## src/rtl/fb_fill_engine.sv

```systemverilog
// Framebuffer fill engine: turns one fill command into a burst of BRAM writes,
// one per arbiter-granted cycle, in constant or incrementing-data mode.
module fb_fill_engine #(
    parameter int ADDR_W = 16,
    parameter int DATA_W = 16,
    parameter int LEN_W  = 16
) (
    input  logic              clk,
    input  logic              rst,
    input  logic              cmd_valid,
    output logic              cmd_ready,
    input  logic [ADDR_W-1:0] cmd_base,
    input  logic [LEN_W-1:0]  cmd_len,
    input  logic [DATA_W-1:0] cmd_value,
    input  logic              cmd_mode,
    input  logic              abort,
    input  logic              mem_grant,
    output logic              bram_we,
    output logic [ADDR_W-1:0] bram_addr,
    output logic [DATA_W-1:0] bram_din,
    output logic              busy,
    output logic              done,
    output logic [LEN_W-1:0]  words_written
);

    typedef enum logic [1:0] {
        S_IDLE,
        S_RUN,
        S_DONE
    } state_t;

    state_t              state_q;
    logic [ADDR_W-1:0]   addr_q;
    logic [DATA_W-1:0]   data_q;
    logic                mode_q;
    logic [LEN_W-1:0]    remain_q;
    logic [LEN_W-1:0]    count_q;
    logic [ADDR_W-1:0]   last_addr_q;
    logic [DATA_W-1:0]   last_din_q;
    logic                write_en;

    // Abort beats grant, and reset suppresses the write in the cycle it is asserted.
    assign write_en = (state_q == S_RUN) && mem_grant && !abort && !rst;

    // The port shows the live address/data while writing and the last written pair otherwise.
    assign bram_we       = write_en;
    assign bram_addr     = write_en ? addr_q : last_addr_q;
    assign bram_din      = write_en ? data_q : last_din_q;
    assign cmd_ready     = (state_q == S_IDLE);
    assign busy          = (state_q == S_RUN);
    assign done          = (state_q == S_DONE);
    assign words_written = count_q;

    // NOTE: sequential state uses non-blocking assignments so every register
    // samples pre-edge values regardless of statement order.
    always_ff @(posedge clk) begin
        if (rst) begin
            state_q     <= S_IDLE;
            addr_q      <= '0;
            data_q      <= '0;
            mode_q      <= 1'b0;
            remain_q    <= '0;
            count_q     <= '0;
            last_addr_q <= '0;
            last_din_q  <= '0;
        end else begin
            unique case (state_q)
                S_IDLE: begin
                    if (cmd_valid) begin
                        count_q <= '0;
                        if (cmd_len != '0) begin
                            state_q  <= S_RUN;
                            addr_q   <= cmd_base;
                            data_q   <= cmd_value;
                            mode_q   <= cmd_mode;
                            remain_q <= cmd_len;
                        end else begin
                            state_q <= S_DONE;
                        end
                    end
                end
                S_RUN: begin
                    if (abort) begin
                        state_q <= S_DONE;
                    end else if (mem_grant) begin
                        last_addr_q <= addr_q;
                        last_din_q  <= data_q;
                        addr_q      <= addr_q + ADDR_W'(1);
                        if (mode_q) begin
                            data_q <= data_q + DATA_W'(1);
                        end
                        remain_q <= remain_q - LEN_W'(1);
                        count_q  <= count_q + LEN_W'(1);
                        if (remain_q == LEN_W'(1)) begin
                            state_q <= S_DONE;
                        end
                    end
                end
                S_DONE: begin
                    state_q <= S_IDLE;
                end
                default: begin
                    state_q <= S_IDLE;
                end
            endcase
        end
    end

endmodule

```

## config.mk

```make
export PLATFORM = sky130hd
export DESIGN_NAME = fb_fill_engine
export DESIGN_NICKNAME = d
export VERILOG_FILES = /design/src/rtl/fb_fill_engine.sv
export SDC_FILE = /design/constraint.sdc
export NUM_CORES = 1
export LEC_CHECK = 0
export CAP_MARGIN = 0
export CORE_ASPECT_RATIO = 0.6
export CORE_MARGIN = 4
export CORE_UTILIZATION = 40
export CTS_BUF_LIST = sky130_fd_sc_hd__clkbuf_16
export DETAILED_ROUTE_END_ITERATION = 7
export PLACE_DENSITY_LB_ADDON = 0.15
export SYNTH_ARGS = -nofsm -noshare
export SYNTH_HDL_FRONTEND = slang
export SYNTH_SLANG_ARGS = --single-unit
```

## constraint.sdc

```tcl
create_clock -name clk -period 6.4 [get_ports clk]
set_clock_uncertainty 0.2 [all_clocks]
set_input_delay 0.96 -clock clk [delete_from_list [all_inputs] [get_ports clk]]
set_output_delay 0.96 -clock clk [all_outputs]
set_load 0.02 [all_outputs]
```

[Yosys cells after proc, flatten, opt, wreduce, memory -nomap -nowiden]
Index checks and enable logic that the tools add are counted.
Word-level totals
  output and inout bits: 52
  register bits: 99
Operators by class
  equality and inequality tests: 10
  reductions and logical operators: 14
  multiplexer cells: 28
  bitwise gates (word level): 1
  add/subtract/negate cells: 4
Operator list (count)
  16-bit two-way mux: 18
  16-bit case mux with 2 select lines: 4
  16-bit by 1-bit adder with 16-bit output (second input constant): 3
  16-bit by 1-bit equality test with 1-bit output (second input constant): 1
  16-bit nonzero test: 1
  16-bit by 1-bit subtractor with 16-bit output (second input constant): 1
  2-bit two-way mux: 5
  3-bit AND reduction: 3
  2-bit inequality test (second input constant): 3
  6-bit AND reduction: 1
  5-bit AND reduction: 1
  2-bit by 1-bit inequality test with 1-bit output (second input constant): 2
  2-bit case mux with 2 select lines: 1
  4-bit AND reduction: 1
  1-bit logical AND: 3
  3-bit by 2-bit inequality test with 1-bit output (second input constant): 1
  3-bit inequality test (second input constant): 1
  2-bit by 1-bit equality test with 1-bit output (second input constant): 1
  2-bit equality test (second input constant): 1
  1-bit logical NOT: 2
  2-bit logical NOT: 1
  2-bit nonzero test: 1
  1-bit NOT: 1

[Logic depth before layout (Yosys ltp)]
  word-level depth: 5
  mapped depth: 9
  mapped depth without buffers: 7

[Worst setup path before layout]
Ideal clock, no wire load.
  kind: input port to output port
  from: input abort
  to: output bram_addr[13]
  path slack: 2.906 ns
  stages: 6
  arrival: 2.334 ns
  data required time: 5.240 ns
  cells stage by stage: nand3b_2 > a21o_4 > nor3_2 > buf_4 > buf_6 > mux2_1
Between the ends
  longest elaborated chain between the ends: 4
RTL lines
  from (decl): line 16  | input logic abort,
  1-bit logical NOT: line 43  | assign write_en = (state_q == S_RUN) && mem_grant && !abort && !rst;
  1-bit logical AND (2 in a row): line 43
  16-bit two-way mux: line 47  | assign bram_addr = write_en ? addr_q : last_addr_q;
  to (decl): line 19  | output logic [ADDR_W-1:0] bram_addr,
No other way between the ends.

[Final worst setup path]
  from: input abort
  to: output bram_addr[6]
Same word-level chain as after synthesis.

==> reports/qor.csv <==
metric,value,unit
H-tree depth,3,
IO Count,106,
Synth Area in Adders,1.15,%
Root Driver,clkbuf_16,
pwr dens,231,mW/mm^2
core area,0.0131,mm^2
gr usage total,19.8,%
Worst Tran Pin Value,1.11,ns
ys flop type,dfxtp_1,
largest net degree at the start of global routing,98,
Post-Synth XOR/XNOR Area,2.26,%
antenna cells,0,
Critical Path End Type,output port,
Sink Count,99,
"Setup violations, final",0,
post-synthesis cell type count,69,
Cells after Synth,624,
worst ir drop on vdd,0.130,mV
#FFs+latches synth,99,
post-route setup TNS,0,ns
Syn Area/Cell,8.70,um^2
CTS Hold Bufs,0,
vias,4935,
total CTS buffers,9,
startpoint types,input pin,
DIE HEIGHT,98.2,um
share of the synthesized area in the top cell type,36.5,%
multi-input gate area in the final layout,0.00318,mm^2
TritonCTS clock tree,built,
first-pass GRT wire length,25000,um
Final Hold Vio Count,0,
layout cell share with drive strength beyond 1,11.6,%
Syn Nets,683,
via/cell ratio,5.63,
reg2reg start,state_q[1],
initial antenna violation count,0,
largest family of logic cells by synthesized area,compound AO/OA/AOI/OAI gates,
outcome,"complete, no violations",
Final HPWL DP,10500,um
Syn Std Cell Area,0.00543,mm^2
R2R depth,6,
Worst Path Arrival,3.77,ns
Final #Nets,760,
reg2reg setup slack,3.12,ns
FILL cells,1233,
Sequential Area,0.00198,mm^2
Hold Path Class,register to register,
final WL,15400,um
Crit Path Class,input pin to output port,
die area,0.0156,mm^2
max capacitance violation total,0,
worst hold stages,1,
"critical path fanouts, max",65,
synth-to-layout area growth,25.6,%
ranking of synthesized cells by area,"dfxtp_1 37%, a22o_1 5.6%, a21oi_1 5.0%, nand2_1 4.5%, nor2_1 4.2%",
worst skew pair latency,0.35,ns
clock buffer depth,2,
Rows,32,
Hold WS,0.274,ns
Final Critical Period,4.93,ns
Pre-antenna DRT Iters,5,
Syn. warnings,0,
wire per inst,17.6,um
Fmax,0.203,GHz
IO buf count,105,
multiplexer share of the synthesized area,7.01,%
Hold Path End,last_din_q[8],
GRT overflow,0,
"Reg clk slew, reported paths",0.07,ns
max_slew headroom,25.9,%
Final period util,77.0,%
DR iter-0 viols,364,
ys async rst share,0,%
Reg-to-Reg End,data_q[5],
Initial Utilization,41.6,%
# resized after CTS,0,
"Seq/Total Area, Yosys",36.5,%
hold path startpoint,last_din_q[8],
leading area contributor after synthesis,dfxtp_1,
post-route antenna net violation count,0,
Leak,2.44,nW
Final Wtd Congestion,0.828,
number of setup buffers added after CTS,0,
Critical Path RT,5.24,ns
post-route core utilization,52.2,%
Compound-Gate Fraction of Synth Area,27.8,%
RSZ-0062 raised after global routing,false,
max-slew violations,0,
number of flops mapped to enable cells by yosys,0,
Chip Width,158,um
simple-gate portion of the synthesized area,20.0,%
vias in the first global route,4704,
number of remaining DRC errors,0,
==> state kept, by name, summed over array words and instances (netlist names) <==
name / count
mode_q: 1
words_written: 16
data_q: 16
addr_q: 16
state_q: 2
remain_q: 16
last_din_q: 16
last_addr_q: 16
==> cells by family (layout without fill, tap and decap cells) <==
logic type	Yosys count	count (layout)
flops	99	99
buf+inv	54	136
xor+xnor	14	14
fa+ha+maj	5	5
simple gates	219	219
compound gates	199	199
mux	34	34
==> where the power goes <==
group	internal, W	switching [W]	total, W	leakage (nW)
Clock	0.000341	0.000246	0.000587	0.149
Combinational	0.000124	0.000162	0.000286	1.49
Sequential	0.000650	0.0000511	0.000701	0.807
==> metal layers <==
layer	part of all wire (%)	global-route usage (%)	vias up	wire length, um
met5	0	0	-	0
met4	0.86	4.33	0	133
met3	7.1	5.58	12	1100
met2	41	26.9	147	6250
met1	51	30.8	2321	7930
li1	-	-	2455	-
==> layout make-up <==
cell class | count | share of cell area (%)
sequential | 99 | 29.1
clock buffer | 9 | 3.31
tap | 170 | 3.12
clock inverter | 7 | 1.36
inverter | 9 | 0.496
multi-input combinational | 471 | 46.6
timing repair buffer | 111 | 16.0
==> cell usage in the layout, fill, tap and decap left out, drive strengths merged, types with 4 or more instances in the layout <==
master         Yosys  routed
a22o              35      35
nand3             21      21
a32o               5       5
nor4               6       6
nand4             11      11
a211oi            13      13
a31oi              5       5
and4               4       4
buf               30       7
clkbuf            15       9
o32ai              7       7
mux2              32      32
ha                 5       5
and3               7       7
inv                9       9
a21o               7       7
nand2b            12      12
nor3              19      19
a311oi             5       5
nand2             65      65
dfxtp             99      99
xor2              11      11
nor2              60      60
clkdlybuf4s50      0     104
a21oi             62      62
o31ai              4       4
o21ai             34      34
==> per-stage QoR <==
stage,cell area [um^2],std cells,power (W),setup slack (ns)
2_1_floorplan,5430,624,0.000900,2.91
3_3_place_gp,6500,860,0.000990,1.55
3_5_place_dp,6500,860,0.000997,1.49
4_1_cts,6810,876,0.00159,1.48
5_1_grt,6810,876,0.00165,1.35
6_report,6810,876,0.00157,1.47
==> synthesized netlist by cell type, drive strengths merged, types with 2 or more instances <==
cell	n
or2	3
a31oi	5
mux2	32
xor2	11
and4	4
a41oi	3
buf	30
nand2	65
nand2b	12
a311oi	5
o41ai	3
mux2i	2
nor2	60
a21oi	62
nor3	19
nor4	6
o22ai	3
a22o	35
o21ai	34
a221oi	2
a2111oi	2
ha	5
and3	7
clkbuf	15
o221a	3
xnor2	3
and2	3
nand3	21
o31ai	4
a21o	7
nor3b	3
nor2b	2
inv	9
a211oi	13
nand4	11
dfxtp	99
o32ai	7
a32o	5
==> worst max-delay path by stage <==
stage | startpoint | endpoint | slack (ns)
6_report | abort | bram_addr[6] | 1.47
3_3_place_gp | abort | bram_addr[11] | 1.55
3_5_place_dp | abort | bram_addr[6] | 1.49
2_1_floorplan | abort | bram_addr[13] | 2.91
4_1_cts | abort | bram_addr[6] | 1.48
5_1_grt | abort | bram_addr[2] | 1.35
==> critical path, stage by stage <==
cell and delay [ns]:
clkdlybuf4s50_1 0.49, nand3b_2 0.33, a21o_4 0.29, nor3_4 0.10, buf_4 0.58, mux2_2 0.41, clkdlybuf4s50_1 0.54
Note: power is estimated with default switching activity, not from simulation.
